[config.mk]
export PLATFORM = sky130hd
export DESIGN_NAME = display_refresh_scheduler
export DESIGN_NICKNAME = d
export VERILOG_FILES = /design/src/rtl/tamaguchi_pkg.sv /design/src/rtl/tick_gen.sv /design/src/rtl/display_refresh_scheduler.sv
export SDC_FILE = /design/constraint.sdc
export NUM_CORES = 1
export LEC_CHECK = 0
export ABC_AREA = 1
export BUFFER_PORTS_ARGS = -buffer_cell sky130_fd_sc_hd__clkbuf_2
export CORE_MARGIN = 3
export CORE_UTILIZATION = 65
export CTS_CLUSTER_DIAMETER = 60
export DETAILED_ROUTE_END_ITERATION = 10
export PLACE_DENSITY = 0.89
export SYNTH_ARGS = -nofsm -noshare
export SYNTH_HDL_FRONTEND = slang
export SYNTH_SLANG_ARGS = --single-unit
[constraint.sdc]
create_clock -name clk -period 3.2 [get_ports clk]
set_clock_uncertainty 0.2 [all_clocks]
set_input_delay 0.32 -clock clk [delete_from_list [all_inputs] [get_ports clk]]
set_output_delay 0.32 -clock clk [all_outputs]
set_load 0.005 [all_outputs]
[src/rtl/tamaguchi_pkg.sv]
// Shared encodings and status-field layout for the pet display path.
package tamaguchi_pkg;
  localparam int LEVEL_W  = 3;
  localparam int SPRITE_W = 3;

  typedef enum logic [1:0] {
    WAIT_RDY = 2'd0,
    IDLE     = 2'd1,
    DRAW     = 2'd2
  } sched_state_t;

  typedef struct packed {
    logic [LEVEL_W-1:0]  hambre;
    logic [LEVEL_W-1:0]  diversion;
    logic [LEVEL_W-1:0]  energia;
    logic                salud;
    logic [SPRITE_W-1:0] state;
    logic                modo;
  } pet_status_t;
endpackage

[src/rtl/tick_gen.sv]
// Generic free-running prescaler: one-cycle tick each PERIOD enabled cycles.
module tick_gen #(
  parameter int PERIOD = 25_000_000
) (
  input  logic clk,
  input  logic rst,
  input  logic en,
  output logic tick
);
  localparam int CW = (PERIOD > 1) ? $clog2(PERIOD) : 1;
  localparam logic [CW-1:0] LAST = CW'(PERIOD - 1);

  logic [CW-1:0] cnt;

  assign tick = en & (cnt == LAST);

  always_ff @(posedge clk or negedge rst) begin
    if (!rst)    cnt <= '0;
    else if (en) cnt <= tick ? '0 : cnt + CW'(1);
  end
endmodule

[src/rtl/display_refresh_scheduler.sv]
// Frame scheduler: freezes a pet-status snapshot per frame and pulses frame_start
// when the status or the animation phase needs a redraw.
module display_refresh_scheduler
  import tamaguchi_pkg::*;
#(
  parameter int ANIM_PERIOD = 25_000_000,
  parameter int MIN_GAP     = 1_000_000,
  parameter int TIMEOUT     = 4_000_000
) (
  input  logic                clk,
  input  logic                rst,
  input  logic                disp_ready,
  input  logic                frame_done,
  input  logic [LEVEL_W-1:0]  hambre_i,
  input  logic [LEVEL_W-1:0]  diversion_i,
  input  logic [LEVEL_W-1:0]  energia_i,
  input  logic                salud_i,
  input  logic [SPRITE_W-1:0] state_i,
  input  logic                modo_i,
  output logic                frame_start,
  output logic [LEVEL_W-1:0]  hambre_o,
  output logic [LEVEL_W-1:0]  diversion_o,
  output logic [LEVEL_W-1:0]  energia_o,
  output logic                salud_o,
  output logic [SPRITE_W-1:0] state_o,
  output logic                modo_o,
  output logic                anim_phase,
  output logic                busy,
  output logic                timeout_err,
  output logic [7:0]          anim_miss
);
  localparam int GAP_W = (MIN_GAP > 0) ? $clog2(MIN_GAP + 1) : 1;
  localparam int TMO_W = (TIMEOUT > 0) ? $clog2(TIMEOUT + 1) : 1;
  localparam logic [TMO_W-1:0] TMO_LAST = TMO_W'(TIMEOUT - 1);

  sched_state_t     state, state_nx;
  pet_status_t      live, snap;
  logic [GAP_W-1:0] gap;
  logic [TMO_W-1:0] tmo;
  logic             anim_req, tick, dirty, launch, done_ev, to_ev;

  tick_gen #(.PERIOD(ANIM_PERIOD)) u_tick (
    .clk  (clk),
    .rst  (rst),
    .en   (1'b1),
    .tick (tick)
  );

  assign live    = {hambre_i, diversion_i, energia_i, salud_i, state_i, modo_i};
  assign dirty   = (live != snap) | anim_req;
  assign launch  = (state == IDLE) & disp_ready & dirty & (gap == '0);
  assign done_ev = (state == DRAW) & frame_done;
  assign to_ev   = (state == DRAW) & ~frame_done & (tmo == TMO_LAST);

  always_comb begin
    state_nx = state;
    case (state)
      WAIT_RDY: if (disp_ready) state_nx = IDLE;
      IDLE:     if (!disp_ready) state_nx = WAIT_RDY;
                else if (launch) state_nx = DRAW;
      DRAW:     if (!disp_ready) state_nx = WAIT_RDY;
                else if (done_ev | to_ev) state_nx = IDLE;
      default:  state_nx = WAIT_RDY;
    endcase
  end

  always_ff @(posedge clk or negedge rst) begin
    if (!rst) begin
      state       <= WAIT_RDY;
      snap        <= '0;
      gap         <= '0;
      tmo         <= '0;
      anim_req    <= 1'b0;
      anim_phase  <= 1'b0;
      anim_miss   <= '0;
      frame_start <= 1'b0;
      busy        <= 1'b0;
      timeout_err <= 1'b0;
    end else begin
      state       <= state_nx;
      frame_start <= launch;
      busy        <= (state_nx == DRAW);
      if (to_ev) timeout_err <= 1'b1;

      if (done_ev | to_ev)  gap <= GAP_W'(MIN_GAP);
      else if (gap != '0)   gap <= gap - GAP_W'(1);

      tmo <= (state == DRAW) ? tmo + TMO_W'(1) : '0;

      if (launch) begin
        snap <= live;
        if (anim_req) anim_phase <= ~anim_phase;
      end

      // A tick landing on the launch edge re-arms the request rather than being lost.
      if (tick)        anim_req <= 1'b1;
      else if (launch) anim_req <= 1'b0;

      if (tick & anim_req & ~launch & (anim_miss != 8'hFF))
        anim_miss <= anim_miss + 8'd1;
    end
  end

  assign hambre_o    = snap.hambre;
  assign diversion_o = snap.diversion;
  assign energia_o   = snap.energia;
  assign salud_o     = snap.salud;
  assign state_o     = snap.state;
  assign modo_o      = snap.modo;
endmodule

==> results of run 1 <==
## area by class of cell
type                    count  area share, %
multi-input cells         493           42.6
well taps                 102           2.14
clock buffers              11           2.37
clock inverters             5           1.32
inverters                 106           6.68
flip-flops and latches     96           40.3
repair buffers             47           4.50
## flip-flops by register name, indices dropped and copies added (netlist names), 3 cells and up
name	flops
tmo	22
anim_miss	8
hambre_o	3
state_o	3
u_tick.cnt	25
energia_o	3
gap	20
diversion_o	3
## worst max-delay path by stage
stage / from / endpoint / slack (ns)
6_report: gap[0]$_DFFE_PN0P_ / anim_phase$_DFFE_PN0P_ / 0.60
3_3_place_gp: gap[0]$_DFFE_PN0P_ / anim_phase$_DFFE_PN0P_ / 0.77
2_1_floorplan: gap[0]$_DFFE_PN0P_ / state_o[2]$_DFFE_PN0P_ / 1.40
5_1_grt: gap[0]$_DFFE_PN0P_ / anim_phase$_DFFE_PN0P_ / 0.37
3_5_place_dp: gap[0]$_DFFE_PN0P_ / anim_phase$_DFFE_PN0P_ / 0.65
4_1_cts: gap[0]$_DFFE_PN0P_ / anim_phase$_DFFE_PN0P_ / 0.62
## per-layer routing
metal	vias up	global-route usage (%)	part of all wire, %
met1	2280	33.1	43
met5	-	0	0
met4	0	8.32	1.4
met3	23	3.66	5.4
li1	2324	-	-
met2	196	44.5	50
## power breakdown
group          switching (mW)  internal (mW)  total [mW]  leakage [nW]
Clock                   0.424          0.463       0.887         0.114
Sequential             0.0777           1.29        1.36          1.23
Combinational           0.204          0.117       0.321          1.51
## kinds of logic after synthesis
| kind of cell | after synthesis | share of synthesized area, % |
|---|---|---|
| buffers and inverters | 115 | 8.33 |
| adder cells (fa/ha/maj) | 5 | 1.16 |
| flip-flops | 96 | 44.6 |
| XOR/XNOR | 34 | 5.52 |
| AND/OR/NAND/NOR | 397 | 34.9 |
| AO/OA/AOI/OAI | 57 | 5.50 |
## metrics by stage
step | cell area [sq um] | total power [mW] | setup WS (ns) | util [%] | hold WS (ns)
after floorplan | 5390 | 1.59 | 1.40 | - | -0.176
after global placement | 5700 | 1.67 | 0.773 | 72.3 | 0.158
after detailed placement | 5700 | 1.70 | 0.652 | 72.3 | 0.163
after CTS | 5950 | 2.59 | 0.621 | 75.5 | 0.00186
after global routing | 5950 | 2.69 | 0.367 | 75.5 | 0.0212
final | 5950 | 2.57 | 0.603 | 75.5 | 0.0221
## synthesized netlist by cell type, types with 2 or more instances
cell / number
o21ai_1: 15
xnor2_1: 6
nand3b_1: 4
nand3_2: 3
nor3_4: 2
ha_1: 5
nor2_2: 6
nor2_1: 89
dfrtp_1: 96
o21a_1: 2
nand2_1: 171
clkbuf_1: 2
xor2_1: 28
nor3_1: 34
nor2_4: 7
nand2_2: 7
a21oi_1: 19
o21ai_0: 18
nor3_2: 4
nand3_1: 37
nand3_4: 2
nor4_1: 2
inv_2: 14
inv_1: 92
buf_2: 4
nand4_1: 22
## worst max-delay path, cell delays in order (launching register included)
cell and delay (ns):
dfrtp_1 0.39, inv_1 0.14, ha_1 0.23, nand3_1 0.11, nor2_2 0.14, nand3_2 0.13, nor2_1 0.11, nand2_1 0.56
nor2_1 0.35, xor2_1 0.16
==> run summary, run 1 <==
Area leader, netlist = dfrtp_1
Cell count of the worst reg-to-reg path = 9
Gate Count Post-Synth = 704
Crit Path Max Fanout = 31
Via count = 4823
Layout fillers = 577
Commonest non-fill, non-tap cell in the layout = nand2_1
Hold depth = 3
Max H-tree Level = 3
CP required = 3.28 ns
Final ANT Viol Nets = 0
Most frequent cells in the layout = 171 x nand2_1, 96 x dfrtp_1, 92 x inv_1, 89 x nor2_1, 42 x clkbuf_2
Yosys reg bits = 96
Grt ovf = 0
Setup-failing EPs final = 0
Critical path class = flop to flop
Register area = 0.00240 sq mm
Distinct cells, synth = 39
DR iter-0 viols = 335
Synth top area share = 44.6%
Area of the multi-input gates = 0.00254 sq mm
CTS Sinks = 96
Final period util = 81.2%
Leak = 2.86 nW
RSZ-0062 raised after global routing = no
Drt wl/cell = 13.7 microns
VDD IR max = 0.000430 V
Worst slew pin tran = 0.977 ns
Die Footprint = 0.00942 sq mm
Via/cell ratio = 5.61
Hold Path Sink = diversion_o[1]$_DFFE_PN0P_
Nets = 776
Highest Clock Rate = 0.385 GHz
CTS tree = yes
CTS buffer count = 9
Largest net degree at the start of global routing = 52
Reg2reg end = anim_phase$_DFFE_PN0P_
Worst setup SP type = flop
Share of synthesized registers carrying an async set or reset = 100%
Clk_lat worst skew = 0.35 ns
Area of the mapped netlist = 0.00539 sq mm
Synth top area cells = dfrtp_1 45%, nand2_1 12%, inv_1 6.4%, nor2_1 6.2%, xor2_1 4.5%
Post-Syn Nets = 727
Slew HR = 34.7%
Hold crit path type = input port to flop
Row count = 32
Layout area overhead = 10.5%
Post-cts resize count = 0
Final Max Tran Viols = 0
CTS clk-pin slew, worst paths = 0.09 ns
CTS root buf = clkbuf_8
Synth Flop Type = dfrtp_1
Port buffer count = 43
Detailed Route WL = 11800 microns
EDFF count, synth = 0
Clock buffer depth = 2
Cells after DPL = 841
Total core area = 0.00789 sq mm
GPL Wtd Cong = 0.913
DRC viols = 0
Power density cells = 432 mW/mm^2
Ant. Diodes = 0
Die width = 97.1 microns
Hold_buf cts = 3
CP Data Arrival Time = 2.68 ns
GR Util All Layers = 25.6%
Fin Setup TNS = 0 ns
CP endpoint kind = flop
Non-Filler Instances = 860
Max_cap viols = 0
Initial Util = 68.3%
Hold_sp = diversion_i[1]
Fin. Hold Viols = 0
Yosys warns = 0
Number of global-route vias before repair = 4680
Layout cell share with drive strength beyond 1 = 14.4%
R2R Setup Slk = 0.60 ns
# IOs = 44
Sequential-to-total area share from yosys stat = 44.6%
Die Ht = 97.1 microns
Drt first pass iters = 5
Post-CTS Setup Repair Bufs = 0
Status = finished clean
Antenna violations before repair = 0
R2r startpoint = gap[0]$_DFFE_PN0P_
DPL Wire Length = 8520 microns
Mean post-synth cell area = 7.66 sq um
Final min period = 2.60 ns
First-pass GRT wire length = 20500 microns
(Power assumes the default switching activity.)
==> run 2: changes to the inputs <==
--- a/config.mk
+++ b/config.mk
@@ -8,10 +8,10 @@
 export ABC_AREA = 1
 export BUFFER_PORTS_ARGS = -buffer_cell sky130_fd_sc_hd__clkbuf_2
 export CORE_MARGIN = 3
-export CORE_UTILIZATION = 65
+export CORE_UTILIZATION = 54
 export CTS_CLUSTER_DIAMETER = 60
 export DETAILED_ROUTE_END_ITERATION = 10
-export PLACE_DENSITY = 0.89
+export PLACE_DENSITY = 0.79
 export SYNTH_ARGS = -nofsm -noshare
 export SYNTH_HDL_FRONTEND = slang
 export SYNTH_SLANG_ARGS = --single-unit
==> constraint.sdc (replaced) <==
create_clock -name clk -period 2.11 [get_ports clk]
set_clock_uncertainty 0.2 [all_clocks]
set_input_delay 0.211 -clock clk [delete_from_list [all_inputs] [get_ports clk]]
set_output_delay 0.211 -clock clk [all_outputs]
set_load 0.005 [all_outputs]
==> run summary, run 2 (synthesized netlist as in run 1, its figures left out) <==
Crit-path most repeated cell = nand2_1 (was nor2_1)
Most frequent cells in the layout = 170 x nand2_1, 96 x dfrtp_1, 90 x inv_1, 89 x nor2_1, 42 x clkbuf_2 (was 171 x nand2_1, 96 x dfrtp_1, 92 x inv_1, 89 x nor2_1, 42 x clkbuf_2)
Port buffer count = 43 (unchanged)
Critical path class = flop to flop (unchanged)
Power density cells = 623 mW/mm^2 (was 432 mW/mm^2)
Via/cell ratio = 5.26 (was 5.61)
Die width = 106 microns (was 97.1 microns)
Final core occ = 65.4% (was 75.5%)
VDD IR max = 0.000525 V (was 0.000430 V)
Crit-path slowest cell = dfrtp_1 (was nand2_1)
CTS Sinks = 96 (unchanged)
GR Util All Layers = 22.2% (was 25.6%)
CP max stage delay = 0.43 ns (was 0.56 ns)
Fin Setup TNS = 0 ns (unchanged)
Crit Path Max Fanout = 9 (was 31)
CTS tree = yes (unchanged)
Highest Clock Rate = 0.508 GHz (was 0.385 GHz)
Ant. Diodes = 0 (unchanged)
Drt wl/cell = 13.2 microns (was 13.7 microns)
Pre-CTS setup slack = 0.0720 ns (was 0.652 ns)
Number of global-route vias before repair = 4672 (was 4680)
Max H-tree Level = 3 (unchanged)
Die Ht = 106 microns (was 97.1 microns)
Leak = 2.93 nW (was 2.86 nW)
Layout area overhead = 14.9% (was 10.5%)
Post-route cell area = 0.00619 sq mm (was 0.00595 sq mm)
WHS = 0.0196 ns (was 0.0221 ns)
Via count = 4779 (was 4823)
CTS buffer count = 9 (unchanged)
Final ANT Viol Nets = 0 (unchanged)
Drt first pass iters = 4 (was 5)
Worst slew pin tran = 0.384 ns (was 0.977 ns)
Hold crit path type = input port to async pin (was input port to flop)
Total power = 3.85 mW (was 2.57 mW)
Setup ws final = 0.141 ns (was 0.603 ns)
Largest Register = u_tick.cnt (unchanged)
CTS root buf = clkbuf_8 (unchanged)
Critical Path Start = gap[8]$_DFFE_PN0P_ (was gap[0]$_DFFE_PN0P_)
Critical path cell sequence = nor2_1 > nand2_1 > inv_2 > nand2_4 > nor3_4 > nand3_4 > nand3_4 > nand2_1 > nand2_1 (was inv_1 > ha_1 > nand3_1 > nor2_2 > nand3_2 > nor2_1 > nand2_1 > nor2_1 > xor2_1)
Final min period = 1.97 ns (was 2.60 ns)
Number of flip-flops under the largest register name = 25 (unchanged)
First-pass GRT wire length = 20600 microns (was 20500 microns)
Total core area = 0.00946 sq mm (was 0.00789 sq mm)
Clock buffer depth = 2 (unchanged)
Die Footprint = 0.0112 sq mm (was 0.00942 sq mm)
Status = finished clean (unchanged)
Final period util = 93.3% (was 81.2%)
Cell Area, Placed = 0.00578 sq mm (was 0.00570 sq mm)
Fin. Hold Viols = 0 (unchanged)
Clk_lat worst skew = 0.38 ns (was 0.35 ns)
Max_cap viols = 0 (unchanged)
DPL Wire Length = 8470 microns (was 8520 microns)
Setup-failing EPs final = 0 (unchanged)
CP endpoint kind = flop (unchanged)
RSZ-0062 raised after global routing = yes (was no)
CP Data Arrival Time = 2.08 ns (was 2.68 ns)
Slew HR = 74.3% (was 34.7%)
Largest net degree at the start of global routing = 60 (was 52)
DR iter-0 viols = 274 (was 335)
Layout cell share with drive strength beyond 1 = 15.9% (was 14.4%)
CP required = 2.22 ns (was 3.28 ns)
Commonest non-fill, non-tap cell in the layout = nand2_1 (unchanged)
Cells after DPL = 874 (was 841)
GPL Wtd Cong = 0.910 (was 0.913)
Cell family with the largest share of critical-path delay = simple AND/OR/NAND/NOR gates (unchanged)
DRC viols = 0 (unchanged)
Buf/Inv on CP = 1 (unchanged)
Non-Filler Instances = 909 (was 860)
Final Max Tran Viols = 0 (unchanged)
CTS clk-pin slew, worst paths = 0.10 ns (was 0.09 ns)
Worst setup SP type = flop (unchanged)
Nets = 798 (was 776)
Detailed Route WL = 12000 microns (was 11800 microns)
Grt ovf = 0 (unchanged)
R2r startpoint = gap[8]$_DFFE_PN0P_ (was gap[0]$_DFFE_PN0P_)
Initial Util = 57.0% (was 68.3%)
Row count = 35 (was 32)
Biggest regs = u_tick.cnt (25), tmo (22), gap (20) (unchanged)
Antenna violations before repair = 0 (unchanged)
# IOs = 44 (unchanged)
[run 2: worst reg2reg max path: stages, from the launching register on]
cell,delay [ns]
dfrtp_1,0.43
nor2_1,0.16
nand2_1,0.12
inv_2,0.10
nand2_4,0.06
nor3_4,0.35
nand3_4,0.21
nand3_4,0.16
nand2_1,0.07
nand2_1,0.06
[run 2: final cells by class]
| cell class | instances | area, sq um |
|---|---|---|
| tap | 129 | 161 |
| fill | 803 | 3270 |
| inverter | 106 | 402 |
| sequential | 96 | 2400 |
| clock inverter | 6 | 72.6 |
| multi-input combinational | 493 | 2550 |
| clock buffer | 10 | 138 |
| timing repair buffer | 69 | 469 |
[run 2: final timing paths]
kind | endpoint | slack, ns | depth (start not counted)
worst max register to register | anim_miss[1]$_DFFE_PN0P_ | 0.14 | 9
worst min-delay path | anim_miss[5]$_DFFE_PN0P_ | 0.02 | 2
min in group clk | state[0]$_DFF_PN0_ | 0.07 | 5
worst min register to register | tmo[0]$_DFF_PN0_ | 0.27 | 1
worst max-delay path | anim_miss[1]$_DFFE_PN0P_ | 0.14 | 9
max in group asynchronous | frame_start$_DFF_PN0_ | 1.11 | 3
[run 2: per-layer routing]
| metal | global-route usage (%) | share of wire (%) |
|---|---|---|
| met5 | 0 | 0 |
| met4 | 7.12 | 1.5 |
| met3 | 3.64 | 5.5 |
| met2 | 37.7 | 49 |
| met1 | 29.4 | 44 |
[run 2: where the power goes]
| part | switching [mW] | internal (mW) |
|---|---|---|
| registers | 0.122 | 1.95 |
| logic | 0.295 | 0.195 |
| clock network | 0.698 | 0.596 |
| total | 1.11 | 2.74 |
[run 2: what timing repair did]
action,in CTS,in global routing
gates resized for setup,0,6
setup endpoints to repair,0,51
endpoints found under the hold margin,111,0
setup buffers,0,3
hold buffers,16,0
==> run 3: changes to the inputs <==
--- a/config.mk
+++ b/config.mk
@@ -5,13 +5,12 @@
 export SDC_FILE = /design/constraint.sdc
 export NUM_CORES = 1
 export LEC_CHECK = 0
-export ABC_AREA = 1
 export BUFFER_PORTS_ARGS = -buffer_cell sky130_fd_sc_hd__clkbuf_2
 export CORE_MARGIN = 3
-export CORE_UTILIZATION = 54
+export CORE_UTILIZATION = 53
 export CTS_CLUSTER_DIAMETER = 60
 export DETAILED_ROUTE_END_ITERATION = 10
-export PLACE_DENSITY = 0.79
+export PLACE_DENSITY = 0.78
 export SYNTH_ARGS = -nofsm -noshare
 export SYNTH_HDL_FRONTEND = slang
 export SYNTH_SLANG_ARGS = --single-unit
==> run summary, run 3 <==
Cell Area, Placed = 0.00562 sq mm (was 0.00578 sq mm)
Synth Flop Type = dfrtp_1 (unchanged)
Layout cell share with drive strength beyond 1 = 32.2% (was 15.9%)
Highest Clock Rate = 0.374 GHz (was 0.508 GHz)
Final ANT Viol Nets = 0 (unchanged)
Die width = 100 microns (was 106 microns)
Status = finished with violations (was finished clean)
Crit Path Max Fanout = 3 (was 9)
Final period util = 127% (was 93.3%)
EDFF count, synth = 0 (unchanged)
Top post-synthesis cells by count = 96 x dfrtp_1, 74 x nand2_1, 67 x nor2_1 (was 171 x nand2_1, 96 x dfrtp_1, 92 x inv_1)
Failing checks = negative setup slack
CP required = 2.16 ns (was 2.22 ns)
GPL Wtd Cong = 0.886 (was 0.910)
Layout area overhead = 39.1% (was 14.9%)
Max H-tree Level = 3 (unchanged)
Die Footprint = 0.0100 sq mm (was 0.0112 sq mm)
Setup ws final = -0.567 ns (was 0.141 ns)
Final min period = 2.68 ns (was 1.97 ns)
CTS tree = yes (unchanged)
Commonest non-fill, non-tap cell in the layout = dfrtp_1 (was nand2_1)
Distinct cells, synth = 48 (was 39)
Setup-failing EPs final = 48 (was 0)
R2R Setup Slk = -0.57 ns (was 0.14 ns)
Antenna violations before repair = 0 (unchanged)
Detailed Route WL = 14100 microns (was 12000 microns)
Yosys warns = 0 (unchanged)
Layout fillers = 477 (was 803)
# IOs = 44 (unchanged)
CTS clk-pin slew, worst paths = 0.09 ns (was 0.10 ns)
Number of global-route vias before repair = 4422 (was 4672)
Area of the mapped netlist = 0.00470 sq mm (was 0.00539 sq mm)
Initial Util = 55.8% (was 57.0%)
Final Max Tran Viols = 0 (unchanged)
CP Data Arrival Time = 2.73 ns (was 2.08 ns)
WHS = 0.0907 ns (was 0.0196 ns)
VDD IR max = 0.000402 V (was 0.000525 V)
Mean post-synth cell area = 9.81 sq um (was 7.66 sq um)
Total power = 3.31 mW (was 3.85 mW)
Number of flip-flops under the largest register name = 25 (unchanged)
Yosys reg bits = 96 (unchanged)
Fin Setup TNS = -19.95 ns (was 0 ns)
Grt ovf = 0 (unchanged)
Area leader, netlist = dfrtp_1 (unchanged)
Critical path class = flop to flop (unchanged)
Largest Register = u_tick.cnt (unchanged)
Via/cell ratio = 5.88 (was 5.26)
CTS root buf = clkbuf_8 (unchanged)
Gate Count Post-Synth = 479 (was 704)
GR Util All Layers = 27.1% (was 22.2%)
First-pass GRT wire length = 21700 microns (was 20600 microns)
Port buffer count = 43 (unchanged)
Power density cells = 507 mW/mm^2 (was 623 mW/mm^2)
Drt first pass iters = 4 (unchanged)
Worst setup SP type = flop (unchanged)
Drt wl/cell = 18.9 microns (was 13.2 microns)
Most frequent cell after synthesis = dfrtp_1 (was nand2_1)
Post-route cell area = 0.00654 sq mm (was 0.00619 sq mm)
Hold crit path type = input port to async pin (unchanged)
Final core occ = 77.6% (was 65.4%)
Fin. Hold Viols = 0 (unchanged)
Sequential-to-total area share from yosys stat = 51.1% (was 44.6%)
Leak = 3.01 nW (was 2.93 nW)
Slew HR = 65.1% (was 74.3%)
DRC viols = 0 (unchanged)
Row count = 33 (was 35)
Clk_lat worst skew = 0.37 ns (was 0.38 ns)
Post-Syn Nets = 502 (was 727)
RSZ-0062 raised after global routing = yes (unchanged)
Ant. Diodes = 0 (unchanged)
DPL Wire Length = 7550 microns (was 8470 microns)
DR iter-0 viols = 191 (was 274)
Share of synthesized registers carrying an async set or reset = 100% (unchanged)
Die Ht = 100 microns (was 106 microns)
Biggest regs = u_tick.cnt (25), tmo (22), gap (20) (unchanged)
Nets = 660 (was 798)
Worst slew pin tran = 0.516 ns (was 0.384 ns)
CTS Sinks = 96 (unchanged)
CP endpoint kind = flop (unchanged)
Synth top area cells = dfrtp_1 51%, xor2_1 8.6%, nand2_1 5.9%, xnor2_1 5.8%, nor2_1 5.4% (was dfrtp_1 45%, nand2_1 12%, inv_1 6.4%, nor2_1 6.2%, xor2_1 4.5%)
Most frequent cells in the layout = 96 x dfrtp_1, 83 x buf_4, 68 x nand2_1, 64 x nor2_1, 46 x xor2_1 (was 170 x nand2_1, 96 x dfrtp_1, 90 x inv_1, 89 x nor2_1, 42 x clkbuf_2)
Non-Filler Instances = 747 (was 909)
Total core area = 0.00842 sq mm (was 0.00946 sq mm)
Clock buffer depth = 2 (unchanged)
CTS buffer count = 9 (unchanged)
Pre-CTS setup slack = -0.483 ns (was 0.0720 ns)
Via count = 4389 (was 4779)
Max_cap viols = 0 (unchanged)
Cells after DPL = 692 (was 874)
Synth top area share = 51.1% (was 44.6%)
Largest net degree at the start of global routing = 44 (was 60)
run 3: what timing repair did:
action                     in CTS  in global routing
setup endpoints to repair      47                 54
pin swaps                      20                 10
resized for setup              51                 21
cloned                          2                  0
hold endpoints to repair      113                  0
hold buffers                   16                  0
buffers inserted               14                 13
run 3: power by group:
part | switching (mW) | total (mW) | internal, mW
sequential | 0.00145 | 1.84 | 1.84
clock | 0.653 | 1.36 | 0.706
combinational | 0.0665 | 0.115 | 0.0483
run 3: cell families (layout without fill, tap and decap cells):
group           count (synthesis)  after routing  synth area share (%)
flops                          96             96                  51.1
mux                             3              3                 0.692
fa+ha+maj                       5              5                  1.33
buf+inv                        18            181                  1.65
compound gates                 20             20                  2.74
xor+xnor                       77             77                  14.4
simple gates                  260            260                  28.1
run 3: layer usage:
layer  global-route usage, %  part of all wire, %  wire length, microns  vias to the layer above
li1                        -                    -                     -                     1953
met3                    6.25                  5.8                   819                       46
met4                    9.12                  3.9                   548                        0
met2                    46.6                   52                  7380                      186
met5                       0                    0                     0                        -
met1                    33.6                   38                  5370                     2204
run 3: path summary, 6_finish.rpt:
kind	from	to	depth (start not counted)
hold / removal	rst	gap[5]$_DFFE_PN0P_	2
setup reg to reg	gap[2]$_DFFE_PN0P_	anim_miss[1]$_DFFE_PN0P_	7
hold reg to reg	timeout_err$_DFFE_PN0P_	timeout_err$_DFFE_PN0P_	1
max in group asynchronous	rst	anim_miss[1]$_DFFE_PN0P_	3
min in group clk	frame_done	state[0]$_DFF_PN0_	4
setup / recovery	gap[2]$_DFFE_PN0P_	anim_miss[1]$_DFFE_PN0P_	7
run 3: layout make-up:
class / count / area, sq um / share of cell area (%)
clock buffer: 12 / 145 / 2.22
clock inverter: 4 / 76.3 / 1.17
inverter: 7 / 26.3 / 0.402
multi-input combinational: 365 / 2510 / 38.4
sequential: 96 / 2400 / 36.8
tap: 105 / 131 / 2.01
timing repair buffer: 158 / 1240 / 19.0
run 3: critical path: stages, from the launching register on:
cell and delay, ns:
dfrtp_1 0.39, or4_4 0.57, buf_6 0.15, nor4_4 0.30, and3_4 0.27, o211a_4 0.20, nand4b_1 0.18, mux2_4 0.31
